[src/rtl/uart_rx_oversample_pkg.sv]
// Shared definitions for the oversampling UART receiver.
//   rx_state_t      : receiver FSM state encoding
//   DEF_CLK_HZ/BAUD/OVS : default clock, bit rate and samples per bit
//   maj3()          : 2-of-3 majority vote used for bit decisions
package uart_rx_oversample_pkg;

    typedef enum logic [1:0] {
        ST_IDLE  = 2'd0,
        ST_START = 2'd1,
        ST_DATA  = 2'd2,
        ST_STOP  = 2'd3
    } rx_state_t;

    localparam int DEF_CLK_HZ = 48000000;
    localparam int DEF_BAUD   = 9600;
    localparam int DEF_OVS    = 8;

    function automatic logic maj3(input logic a, input logic b, input logic c);
        return (a & b) | (a & c) | (b & c);
    endfunction

endpackage

[src/rtl/uart_rx_oversample_baud_tick_gen.sv]
// Sample-tick divider for the UART receiver.
//   clk, rst : system clock, asynchronous active-high reset
//   en       : count enable
//   clr      : synchronous clear, holds the divider at 0 (wins over en)
//   tick     : one-clk pulse when the divider is at DIV-1 while enabled
module baud_tick_gen #(
    parameter int DIV = 625
) (
    input  logic clk,
    input  logic rst,
    input  logic en,
    input  logic clr,
    output logic tick
);

    localparam int CW = (DIV > 1) ? $clog2(DIV) : 1;

    logic [CW-1:0] cnt;

    assign tick = en && !clr && (cnt == CW'(DIV - 1));

    always_ff @(posedge clk or posedge rst) begin
        if (rst) begin
            cnt <= '0;
        end else if (clr) begin
            cnt <= '0;
        end else if (en) begin
            if (cnt == CW'(DIV - 1)) begin
                cnt <= '0;
            end else begin
                cnt <= cnt + 1'b1;
            end
        end
    end

endmodule

[src/rtl/uart_rx_oversample.sv]
// 8N1 UART receiver with OVS-times oversampling and 3-sample majority vote.
//   clk, rst  : system clock, asynchronous active-high reset
//   rx        : raw line, idle high, asynchronous to clk
//   data      : last good byte (LSB first on the line)
//   valid     : one-clk strobe, data just updated with a good frame
//   frame_err : one-clk strobe, stop bit sampled low (data untouched)
//   busy      : receiver is inside a frame (state != IDLE)
//   state_dbg : current FSM state, rx_state_t encoding
//
// Output strobes: valid and frame_err are registered, single-cycle, mutually
// exclusive pulses with no back-pressure; a consumer must accept them in the
// cycle they appear (data stays stable until the next valid).
module uart_rx_oversample
    import uart_rx_oversample_pkg::*;
#(
    parameter int CLK_HZ = DEF_CLK_HZ,
    parameter int BAUD   = DEF_BAUD,
    parameter int OVS    = DEF_OVS
) (
    input  logic       clk,
    input  logic       rst,
    input  logic       rx,
    output logic [7:0] data,
    output logic       valid,
    output logic       frame_err,
    output logic       busy,
    output logic [1:0] state_dbg
);

    localparam int DIV = CLK_HZ / (BAUD * OVS);

    if (DIV * BAUD * OVS != CLK_HZ) begin : g_div_check
        $error("uart_rx_oversample: CLK_HZ must be an exact multiple of BAUD*OVS");
    end

    // Sample indices inside one bit; decisions use samples 3,4,5.
    localparam logic [2:0] IDX_S3   = 3'd3;
    localparam logic [2:0] IDX_S4   = 3'd4;
    localparam logic [2:0] IDX_S5   = 3'd5;
    localparam logic [2:0] IDX_LAST = 3'(OVS - 1);

    rx_state_t  state, next_state;
    logic [1:0] sync_q;
    logic       rx_s;
    logic       tick;
    logic       div_en;
    logic       start_cond;
    logic [2:0] smp_idx;
    logic [2:0] bit_cnt;
    logic [7:0] shift;
    logic       s3, s4;
    logic       bit_val;
    logic       maj_now;
    logic       armed;
    logic       take_byte;
    logic       set_ferr;

    // Two-flop synchronizer; resets to the idle (high) line level.
    always_ff @(posedge clk or posedge rst) begin
        if (rst) begin
            sync_q <= 2'b11;
        end else begin
            sync_q <= {sync_q[0], rx};
        end
    end
    assign rx_s = sync_q[1];

    // A start is only accepted once the line has been seen high after a
    // framing error, so a held break is not mistaken for a new frame.
    assign start_cond = (state == ST_IDLE) && armed && !rx_s;

    // Divider runs from the very first low sample; in IDLE it is held at 0.
    assign div_en = (state != ST_IDLE) || start_cond;

    baud_tick_gen #(
        .DIV(DIV)
    ) u_tick (
        .clk (clk),
        .rst (rst),
        .en  (div_en),
        .clr (!div_en),
        .tick(tick)
    );

    // Majority using the live third sample, needed for the early stop decision.
    assign maj_now = maj3(s3, s4, rx_s);

    always_ff @(posedge clk or posedge rst) begin
        if (rst) begin
            state <= ST_IDLE;
        end else begin
            state <= next_state;
        end
    end

    always_comb begin
        next_state = state;
        take_byte  = 1'b0;
        set_ferr   = 1'b0;
        case (state)
            ST_IDLE: begin
                if (start_cond) begin
                    next_state = ST_START;
                end
            end
            ST_START: begin
                if (tick && smp_idx == IDX_LAST) begin
                    next_state = bit_val ? ST_IDLE : ST_DATA;
                end
            end
            ST_DATA: begin
                if (tick && smp_idx == IDX_LAST && bit_cnt == 3'd7) begin
                    next_state = ST_STOP;
                end
            end
            ST_STOP: begin
                // Leave at sample 5 so a following start edge is not missed.
                if (tick && smp_idx == IDX_S5) begin
                    next_state = ST_IDLE;
                    take_byte  = maj_now;
                    set_ferr   = !maj_now;
                end
            end
            default: next_state = ST_IDLE;
        endcase
    end

    always_ff @(posedge clk or posedge rst) begin
        if (rst) begin
            smp_idx   <= '0;
            bit_cnt   <= '0;
            shift     <= '0;
            s3        <= 1'b1;
            s4        <= 1'b1;
            bit_val   <= 1'b1;
            armed     <= 1'b1;
            data      <= 8'h00;
            valid     <= 1'b0;
            frame_err <= 1'b0;
        end else begin
            valid     <= take_byte;
            frame_err <= set_ferr;
            if (take_byte) begin
                data <= shift;
            end

            if (set_ferr) begin
                armed <= 1'b0;
            end else if (state == ST_IDLE && rx_s) begin
                armed <= 1'b1;
            end

            if (state == ST_IDLE) begin
                smp_idx <= '0;
                bit_cnt <= '0;
            end else if (tick) begin
                smp_idx <= smp_idx + 1'b1;
                if (smp_idx == IDX_S3) s3 <= rx_s;
                if (smp_idx == IDX_S4) s4 <= rx_s;
                if (smp_idx == IDX_S5) bit_val <= maj_now;
                if (smp_idx == IDX_LAST && state == ST_DATA) begin
                    shift   <= {bit_val, shift[7:1]};
                    bit_cnt <= bit_cnt + 1'b1;
                end
            end
        end
    end

    assign busy      = (state != ST_IDLE);
    assign state_dbg = state;

endmodule

[config.mk]
export PLATFORM = sky130hd
export DESIGN_NAME = uart_rx_oversample
export DESIGN_NICKNAME = d
export VERILOG_FILES = /design/src/rtl/uart_rx_oversample_pkg.sv /design/src/rtl/uart_rx_oversample_baud_tick_gen.sv /design/src/rtl/uart_rx_oversample.sv
export SDC_FILE = /design/constraint.sdc
export NUM_CORES = 1
export LEC_CHECK = 0
export BUFFER_PORTS_ARGS = -buffer_cell sky130_fd_sc_hd__buf_2
export CORE_MARGIN = 1
export CORE_UTILIZATION = 41
export DETAILED_ROUTE_END_ITERATION = 6
export SLEW_MARGIN = 10
export SYNTH_ARGS = -nofsm -noshare
export SYNTH_HDL_FRONTEND = slang
export SYNTH_SLANG_ARGS = --single-unit
[constraint.sdc]
create_clock -name clk -period 2.25 [get_ports clk]
set_clock_uncertainty 0.15 [all_clocks]
set_input_delay 0.225 -clock clk [delete_from_list [all_inputs] [get_ports clk]]
set_output_delay 0.225 -clock clk [all_outputs]
set_load 0.01 [all_outputs]
==> results_dict.tcl <==
set metrics [dict create \
    grt_max_degree 43 \
    vias_per_cell 5.06 \
    post_synth_main_area_contributors "sky130_fd_sc_hd__dfrtp_1 (48%), sky130_fd_sc_hd__mux2_2 (11%), sky130_fd_sc_hd__dfstp_2 (8.4%), sky130_fd_sc_hd__ha_1 (6.0%), sky130_fd_sc_hd__nor2_1 (3.8%)" \
    worst_path_largest_cell_delay_ns 0.53 \
    outcome "completed" \
    synth-main-ff-cell "sky130_fd_sc_hd__dfrtp_1" \
    drive_gt1_frac 0.355 \
    h_tree_depth 2 \
    startpoint "u_tick.cnt[8]$_DFF_PP0_" \
    post_syn_nets 170 \
    cap_violations 0 \
    worst_slew_pin_slew_ns 0.508 \
    grt_pass1_vias 1308 \
    layout.cells.non_filler 249 \
    finalSetupViolations 0 \
    io_pins 16 \
    numPlacedInstances 234 \
    critical_path.slowest_cell "sky130_fd_sc_hd__or4b_4" \
    ys.warnings.count 0 \
    async_flop_share 1.00 \
    layout-area-overhead-vs-synth_pct 22.9 \
    fp.dieW_um 69.7 \
    wl_per_cell_um 13.4 \
    depth_of_the_critical_timing_path_with_buffers_and_inverters_included 5 \
    fp.dieH_um 69.7 \
    detail_route.drc_violations 0 \
    worstSetupPathType "register to register" \
    hp-class "register to register" \
    multi_input_area_um2 811 \
    timing.final.hold_violations 0 \
    die_area_um2 4860 \
    total_leakage_power_nw 1.10 \
    holdPathStages 0 \
    cp_max_fo 8 \
    power.density_nw_per_um2 737 \
    reg2regPathDepth 5 \
    headroom_to_the_max_slew_limit 0.661 \
    globalRouteTotalUtil 0.154 \
    final_antenna_net_count 0 \
    max_freq_mhz 451 \
    detailedRoute.firstIterationViolations 49 \
    nets 208 \
    cp.required_ns 2.28 \
    antenna_found_initial 0 \
    synth_largest_type_area_fraction 0.479 \
    clk_latency_ns 0.29 \
    cts_root_buf "sky130_fd_sc_hd__clkbuf_8" \
    endpoint_arrival_time_on_the_critical_path_ns 2.24 \
    post_synth_inst_count 158 \
    area_taken_by_flip_flops_and_latches_um2 1060 \
    coreArea_um2 4380 \
    fin_hold_ws_ns 0.208 \
    drt-total-wl_um 3350 \
    clk_pin_slew_ns 0.08 \
    grt_pass1_wl_um 6000 \
    cp_endpoint_kind "register" \
    critical_path.reg2reg.startpoint "u_tick.cnt[8]$_DFF_PP0_" \
    ys_ff_latch 42 \
    port-buffer-count 15 \
    timing.final.max_slew_violations 0 \
    fillers 409 \
    crit_family "simple AND/OR/NAND/NOR gates" \
    hold_path_startpoint "sync_q[0]$_DFF_PP1_" \
    start_kind "register" \
    via_count 1260 \
    fp-row-count 24 \
    post-route-period-util 0.984 \
    synth.lib_cells_used.distinct 33 \
    dp_hpwl_um 2270 \
    avgSynthCellArea_um2 11.9 \
    initial_core_util 0.429 \
    yosysSeqAreaShare 0.563 \
    netlist.top_cell.by_area "sky130_fd_sc_hd__dfrtp_1" \
    worstPathBufferInverterCount 1 \
    insertedDiodeCount 0 \
    totalPowerFinal_w 0.00171 \
    vdd_ir_drop_max_mv 0.631 \
    gp_congestion 0.802 \
    synth_area_um2 1880 \
    cts_sinks 42 \
    firstDrtPassIters 3 \
    cts-buffers-inserted 5 \
    rsz0062_at_grt "true" \
    fin_crit_ns 2.22 \
    ordered_list_of_cells_on_the_worst_path "or4b_4 > or3_4 > nor3_4 > buf_12 > mux2_4" \
    synth_enable_flop_cells 0 \
    finalCoreUtilization 0.528 \
    ctsLongestPathBuffers 2 \
    tritoncts "built" \
    leftover_overflow_at_the_end_of_global_routing 0 \
]
Yosys cell counts, drive strengths merged (2+ instances only):
cell	number
nor3	5
inv	8
mux2	19
xor2	2
dfstp	6
dfrtp	36
xnor2	7
a21oi	2
nand3	7
nand2	14
o21ai	4
nor2	19
ha	9
clkbuf	2
nor4	2
nand3b	2
mux2i	2
layout by cell type, fill, tap and decap left out, types with 2 or more instances in the layout:
| master | count |
|---|---|
| sky130_fd_sc_hd__mux2i_1 | 2 |
| sky130_fd_sc_hd__dfstp_2 | 6 |
| sky130_fd_sc_hd__xor2_1 | 2 |
| sky130_fd_sc_hd__xnor2_1 | 7 |
| sky130_fd_sc_hd__ha_1 | 9 |
| sky130_fd_sc_hd__inv_1 | 8 |
| sky130_fd_sc_hd__clkbuf_8 | 5 |
| sky130_fd_sc_hd__nor2_1 | 19 |
| sky130_fd_sc_hd__o21ai_0 | 3 |
| sky130_fd_sc_hd__nand3_1 | 7 |
| sky130_fd_sc_hd__a21oi_1 | 2 |
| sky130_fd_sc_hd__nor3_1 | 3 |
| sky130_fd_sc_hd__dlygate4sd3_1 | 2 |
| sky130_fd_sc_hd__mux2_4 | 8 |
| sky130_fd_sc_hd__buf_2 | 15 |
| sky130_fd_sc_hd__nand3b_1 | 2 |
| sky130_fd_sc_hd__buf_4 | 16 |
| sky130_fd_sc_hd__nand2_1 | 14 |
| sky130_fd_sc_hd__mux2_2 | 11 |
| sky130_fd_sc_hd__dfrtp_1 | 36 |
layout make-up:
| type | instances | area share |
|---|---|---|
| Inverter | 9 | 0.0146 |
| Sequential cell | 42 | 0.458 |
| Multi-Input combinational cell | 104 | 0.350 |
| Clock inverter | 2 | 0.0162 |
| Tap cell | 52 | 0.0281 |
| Clock buffer | 6 | 0.0314 |
| Timing Repair Buffer | 34 | 0.102 |
cells by family after synthesis:
group,Yosys count,synth area share
AO/OA/AOI/OAI,9,0.0286
XOR/XNOR,9,0.0419
adder cells (fa/ha/maj),10,0.0652
buffers and inverters,12,0.0246
flip-flops,42,0.562
multiplexers,21,0.124
AND/OR/NAND/NOR,55,0.153
flip-flops by register name, indices dropped and copies added, names as in the netlist, 2 cells and up, named ones only:
name / flops
smp_idx: 3
data: 8
bit_cnt: 3
shift: 8
u_tick.cnt: 10
sync_q: 2
worst reg2reg max path, stage by stage (launching register included):
cell and delay (ns):
sky130_fd_sc_hd__dfrtp_1 0.38, sky130_fd_sc_hd__or4b_4 0.53, sky130_fd_sc_hd__or3_4 0.36, sky130_fd_sc_hd__nor3_4 0.22
sky130_fd_sc_hd__buf_12 0.16, sky130_fd_sc_hd__mux2_4 0.30
per-layer routing:
layer / share of wire / vias up / GRT usage / routed length [um]
met5: 0 / - / 0 / 0
met4: 0.0069 / 0 / 0.0400 / 23
met3: 0.025 / 4 / 0.0349 / 82
met2: 0.47 / 13 / 0.244 / 1560
met1: 0.50 / 634 / 0.214 / 1680
li1: - / 609 / - / -
power by group:
| part | leakage [nW] | internal, W | switching [W] |
|---|---|---|---|
| clock network | 0.0514 | 0.000331 | 0.000259 |
| registers | 0.547 | 0.000818 | 0.0000574 |
| logic | 0.503 | 0.000116 | 0.000123 |
repair_timing:
item | in CTS | in global routing
setup endpoints to repair | 8 | 15
pin swaps | 1 | 3
hold buffers | 2 | 0
resized for setup | 0 | 9
endpoints found under the hold margin | 37 | 0
setup buffers | 0 | 5
path summary, 6_finish.rpt:
path | end | slack, ns
setup / recovery | data[2]$_DFFE_PP0P_ | 0.03
max in group asynchronous | sync_q[0]$_DFF_PP1_ | 1.13
hold reg to reg | sync_q[1]$_DFF_PP1_ | 0.21
min in group asynchronous | shift[5]$_DFFE_PP0P_ | 0.44
hold / removal | sync_q[1]$_DFF_PP1_ | 0.21
setup reg to reg | data[2]$_DFFE_PP0P_ | 0.03
stage by stage:
stage	cell area [um2]	TNS [ns]	worst slack, ns
final	2310	0	0.0350
after global routing	2310	-0.316	-0.0391
after CTS	2240	0	0.0117
after detailed placement	2110	-0.0575	-0.0178
after global placement	2110	0	0.0243
after floorplan	1880	-0.629	-0.0718
No activity file was read; power rests on OpenSTA's default activity.
